[src/rtl/alu8_pkg.sv]
// Shared ALU8 definitions: command/flag bit positions, op-codes and the host sequencer states.
package alu8_pkg;

  localparam int unsigned CmdMul   = 7;
  localparam int unsigned CmdBcd   = 6;
  localparam int unsigned CmdShr   = 5;
  localparam int unsigned CmdCi    = 4;
  localparam int unsigned CmdOpMsb = 3;
  localparam int unsigned CmdOpLsb = 0;

  localparam logic [3:0] OpAdd   = 4'b0011;
  localparam logic [3:0] OpSub   = 4'b0111;
  localparam logic [3:0] OpAnd   = 4'b1011;
  localparam logic [3:0] OpOr    = 4'b1100;
  localparam logic [3:0] OpXor   = 4'b1101;
  localparam logic [3:0] OpPassB = 4'b1110;
  localparam logic [3:0] OpPassA = 4'b1111;

  localparam int unsigned FlagCo = 4;
  localparam int unsigned FlagV  = 3;
  localparam int unsigned FlagZ  = 2;
  localparam int unsigned FlagN  = 1;
  localparam int unsigned FlagHc = 0;

  typedef enum logic [3:0] {
    StIdle,
    StLdA,
    StLdB,
    StLdC,
    StSelRes,
    StSelFlg,
    StSelMl,
    StSelMh,
    StCap,
    StDone
  } state_e;

endpackage

[src/rtl/alu8_host_seq.sv]
// Host-side sequencer for the ALU8 pin protocol (load A/B/cmd, then read result, flags, product).
// Multiply readback is compiled in only when ALU8_HOST_MULT_EN is defined.
module alu8_host_seq
  import alu8_pkg::*;
(
  input  logic        clk,
  input  logic        reset,
  input  logic        req_valid,
  output logic        req_ready,
  input  logic [7:0]  req_a,
  input  logic [7:0]  req_b,
  input  logic [7:0]  req_cmd,
  output logic        rsp_valid,
  input  logic        rsp_ready,
  output logic [7:0]  rsp_result,
  output logic [7:0]  rsp_flags,
  output logic [15:0] rsp_mul,
  output logic [7:0]  ABCmd_o,
  output logic        LoadA_o,
  output logic        LoadB_o,
  output logic        LoadCmd_o,
  output logic        MulL_o,
  output logic        MulH_o,
  output logic        Flag_o,
  input  logic [7:0]  ACC_i
);

  state_e     state_q, state_d;
  logic [7:0] a_q, b_q, cmd_q;
  logic [7:0] result_q, flags_q;
  logic       accept;
  logic       mul_l, mul_h;

  assign accept = req_valid && req_ready;

  always_ff @(posedge clk or posedge reset) begin
    if (reset) begin
      state_q <= StIdle;
    end else begin
      state_q <= state_d;
    end
  end

  always_comb begin
    state_d = state_q;
    unique case (state_q)
      StIdle:   if (accept) state_d = StLdA;
      StLdA:    state_d = StLdB;
      StLdB:    state_d = StLdC;
      StLdC:    state_d = StSelRes;
      StSelRes: state_d = StSelFlg;
`ifdef ALU8_HOST_MULT_EN
      StSelFlg: state_d = cmd_q[CmdMul] ? StSelMl : StCap;
      StSelMl:  state_d = StSelMh;
      StSelMh:  state_d = StCap;
`else
      StSelFlg: state_d = StCap;
`endif
      StCap:    state_d = StDone;
      StDone:   if (rsp_ready) state_d = StIdle;
      default:  state_d = StIdle;
    endcase
  end

  // Pin drive depends on state_q only, so request inputs can never glitch a strobe.
  always_comb begin
    req_ready = 1'b0;
    rsp_valid = 1'b0;
    ABCmd_o   = 8'h00;
    LoadA_o   = 1'b0;
    LoadB_o   = 1'b0;
    LoadCmd_o = 1'b0;
    Flag_o    = 1'b0;
    mul_l     = 1'b0;
    mul_h     = 1'b0;
    unique case (state_q)
      StIdle:   req_ready = 1'b1;
      StLdA: begin
        ABCmd_o = a_q;
        LoadA_o = 1'b1;
      end
      StLdB: begin
        ABCmd_o = b_q;
        LoadB_o = 1'b1;
      end
      StLdC: begin
        ABCmd_o   = cmd_q;
        LoadCmd_o = 1'b1;
      end
      StSelFlg: Flag_o = 1'b1;
`ifdef ALU8_HOST_MULT_EN
      StSelMl:  mul_l = 1'b1;
      StSelMh:  mul_h = 1'b1;
`endif
      StDone:   rsp_valid = 1'b1;
      default:  ;
    endcase
  end

  assign MulL_o = mul_l;
  assign MulH_o = mul_h;

  always_ff @(posedge clk or posedge reset) begin
    if (reset) begin
      a_q      <= 8'h00;
      b_q      <= 8'h00;
      cmd_q    <= 8'h00;
      result_q <= 8'h00;
      flags_q  <= 8'h00;
    end else begin
      if (accept) begin
        a_q   <= req_a;
        b_q   <= req_b;
        cmd_q <= req_cmd;
      end
      // ACC_i reflects the select driven one cycle earlier.
      unique case (state_q)
        StSelFlg: result_q <= ACC_i;
`ifdef ALU8_HOST_MULT_EN
        StSelMl:  flags_q <= ACC_i;
        StCap:    if (!cmd_q[CmdMul]) flags_q <= ACC_i;
`else
        StCap:    flags_q <= ACC_i;
`endif
        default:  ;
      endcase
    end
  end

`ifdef ALU8_HOST_MULT_EN
  logic [15:0] mul_q;

  always_ff @(posedge clk or posedge reset) begin
    if (reset) begin
      mul_q <= 16'h0000;
    end else if (accept) begin
      if (!req_cmd[CmdMul]) mul_q <= 16'h0000;
    end else if (state_q == StSelMh) begin
      mul_q[7:0] <= ACC_i;
    end else if (state_q == StCap && cmd_q[CmdMul]) begin
      mul_q[15:8] <= ACC_i;
    end
  end

  assign rsp_mul = mul_q;
`else
  assign rsp_mul = 16'h0000;
`endif

  assign rsp_result = result_q;
  assign rsp_flags  = flags_q;

endmodule

[config.mk]
export PLATFORM = sky130hd
export DESIGN_NAME = alu8_host_seq
export DESIGN_NICKNAME = d
export VERILOG_FILES = /design/src/rtl/alu8_pkg.sv /design/src/rtl/alu8_host_seq.sv
export SDC_FILE = /design/constraint.sdc
export NUM_CORES = 1
export LEC_CHECK = 0
export ABC_CLOCK_PERIOD_IN_PS = 2300
export CORE_ASPECT_RATIO = 1.5
export CORE_UTILIZATION = 43
export DETAILED_ROUTE_END_ITERATION = 8
export PLACE_DENSITY_LB_ADDON = 0.05
export SYNTH_ARGS = -nofsm -noshare
export SYNTH_HDL_FRONTEND = slang
export SYNTH_SLANG_ARGS = --single-unit
[constraint.sdc]
create_clock -name clk -period 2.3 [get_ports clk]
set_input_delay 0.69 -clock clk [delete_from_list [all_inputs] [get_ports clk]]
set_output_delay 0.69 -clock clk [all_outputs]
set_load 0.05 [all_outputs]
==> results of run 1 <==
metal layers:
layer  global-route usage [%]  vias up  wire [um]
li1                         -      684          -
met1                    19.60      713       1644
met2                    32.18       50       2515
met3                    4.825        7        236
met4                    8.457        0         80
met5                        0        -          0
critical path: stages, from the launching register on:
cell,delay (ns)
dfrtp_1,0.40
buf_6,0.15
mux2_2,0.34
a22oi_2,0.14
nor2_2,0.07
buf_12,0.15
state kept, by name, summed over array words and instances, names as in the netlist:
| signal | count |
|---|---|
| cmd_q | 8 |
| a_q | 8 |
| b_q | 8 |
| rsp_result | 8 |
| state_q | 4 |
| rsp_flags | 8 |
where the power goes:
part | leakage [uW] | internal [uW] | switching [uW]
clock network | 0.0000552 | 322 | 246
logic | 0.000758 | 1670 | 1960
registers | 0.000531 | 1170 | 241
total | 0.00134 | 3160 | 2450
cells in the final DEF (no fill, tap or decap), types with 2 or more instances in the layout:
cell	count
conb_1	18
nor2_1	4
a21oi_1	4
buf_12	14
clkbuf_8	5
clkdlybuf4s50_1	51
buf_4	9
nor2_2	8
nand2b_1	3
nand2_1	2
buf_6	3
dfrtp_1	44
a22oi_2	8
mux2_2	46
metrics by stage:
| stage | total power (uW) | hold WS, ns | setup TNS, ns | utilization (%) | instance area, um2 |
|---|---|---|---|---|---|
| after floorplan | 3582 | 0.4646 | -0.1002 | - | 2208 |
| final | 5608 | 0.5109 | 0 | 65.58 | 3154 |
| after CTS | 5485 | 0.5094 | -0.005863 | 64.18 | 3087 |
| after global placement | 4761 | 0.4872 | 0 | 61.16 | 2942 |
| after global routing | 5903 | 0.5326 | -0.02341 | 65.58 | 3154 |
| after detailed placement | 4826 | 0.4916 | 0 | 61.16 | 2942 |
area by class of cell:
type | count | area share [%]
Clock buffer | 6 | 2.301
Clock inverter | 2 | 1.111
Inverter | 2 | 0.2380
Multi-Input combinational cell | 109 | 30.38
Sequential cell | 44 | 34.91
Tap cell | 66 | 2.618
Timing Repair Buffer | 78 | 28.44
kinds of logic (layout without fill, tap and decap cells):
kind of cell,count (synthesis),count (layout),synth area share [%]
other cells,1,18,0.1758
compound gates,15,15,4.869
buf+inv,29,88,10.44
flops,44,44,51.61
simple gates,28,28,7.567
mux,48,48,25.34
cell usage after synthesis (2+ instances only):
master	instances
buf_4	18
nand2_1	2
clkbuf_1	2
a22oi_1	8
a21oi_1	4
inv_1	2
nand2b_1	3
nor2b_1	2
buf_6	6
dfrtp_1	44
nor2_1	12
mux2_2	47
how the worst min path moves through the flow:
stage,from,to,slack [ns],cells past startpoint
final,b_q[1],b_q[1],0.51,1
after global routing,cmd_q[6],cmd_q[6],0.53,1
after CTS,b_q[1],b_q[1],0.51,1
after detailed placement,b_q[1],b_q[1],0.49,1
after global placement,cmd_q[7],cmd_q[7],0.49,1
after floorplan,a_q[5],a_q[5],0.46,1
timing repair:
| action | in CTS | in global routing |
|---|---|---|
| gates cloned | 1 | 0 |
| resized for setup | 5 | 18 |
| setup endpoints to repair | 8 | 10 |
| buffers inserted | 2 | 0 |
| pin swaps | 3 | 11 |
==> impl_metrics.tcl, run 1 <==
set metrics [dict create \
    leakage_uw 0.001344 \
    cp_max_fo 6 \
    critPathKind "flop to primary output" \
    reg2reg_slack_ns 0.62 \
    yosysUniqueCellTypes 27 \
    fillCellCount 404 \
    clock-sinks 44 \
    gr-total-overflow 0 \
    drtIter0Drc 50 \
    die_area_um2 5253 \
    clock_skew_ns 0.003690 \
    setup_ws_ns 0.05273 \
    ctsHoldBuffers 0 \
    synthTopCellsByArea "dfrtp_1, mux2_2, buf_4" \
    synth_warnings 0 \
    vias 1454 \
    clock_path_buffers 2 \
    clock_latency_ns 0.29 \
    regArea_um2 1101 \
    max_slew_margin_pct 64.28 \
    place_ws_ns 0.2744 \
    drc 0 \
    max_freq_mhz 445.0 \
    hold_class "flop to flop" \
    die_h_um 88.27 \
    dr.pass1.iters 3 \
    ys.flop_type "dfrtp_1" \
    antenna_found_initial 0 \
    arrival_ns 1.56 \
    ant_nets 0 \
    cts_made_buffers 5 \
    wirelength_mm 4.477 \
    worst_pin_slew_ns 0.5357 \
    setup_violations 0 \
    drv_slew 0 \
    maxCapViolCount 0 \
    yosysTopAreaCell "dfrtp_1" \
    hold_viol 0 \
    rsz0062_at_grt "true" \
    rows 31 \
    multiInputGateArea_um2 958.4 \
    place_inst 296 \
    cts_tree "yes" \
    syn_to_final_growth_pct 47.86 \
    grt_pass1_wl_mm 6.989 \
    ys_seq_area_share_pct 51.61 \
    synth_enable_flop_cells 0 \
    fin_cells 307 \
    clk_pin_slew_worst_paths_ns 0.08 \
    initial_core_util_pct 44.35 \
    grt_pass1_vias 1551 \
    endpoint "ABCmd_o[0]" \
    fp.dieW_um 59.51 \
    period_minus_slack_ns 2.247 \
    rr_endpoint "rsp_result[4]" \
    worstSetupStartpoint "state_q[0]" \
    worstPathRequired_ns 1.61 \
    ir_worst_vdd_mv 1.348 \
    grt_max_degree 45 \
    powerDensity_nw_per_um2 1778 \
    fin_crit_sh_pct 97.71 \
    async_reset_ff_share_pct 100.0 \
    ioPinCount 84 \
    routedWlPerCell_um 14.58 \
    hpwl_mm 3.299 \
    netlist_instances 165 \
    yosysTopAreaCellShare_pct 51.61 \
    portBuffers 65 \
    endpoint_kind "primary output" \
    postSynthAreaPerCell_um2 12.93 \
    drive_gt1_share_pct 43.57 \
    mappedNetlistArea_um2 2133 \
    avgViaCountPerCell 4.736 \
    place_congestion 0.7954 \
    ys_ff_latch 44 \
    core_um2 4810 \
    nets 276 \
    gr-usage-all-layers_pct 18.08 \
    h-tree-depth 2 \
    n_antenna_cell 0 \
    outcome "finished clean" \
    start_kind "flop" \
    r2r_start "state_q[0]" \
    ff2ff_path_depth 6 \
    cts-root-buf "clkbuf_8" \
]
Power figures use the tool's default switching activity.
==> inputs of run 2 (changes only) <==
--- a/config.mk
+++ b/config.mk
@@ -13,3 +13,4 @@
 export SYNTH_ARGS = -nofsm -noshare
 export SYNTH_HDL_FRONTEND = slang
 export SYNTH_SLANG_ARGS = --single-unit
+export TNS_END_PERCENT = 100
==> results of run 2 <==
Same layout as run 1: the final DEF is identical, and so are final timing and power.
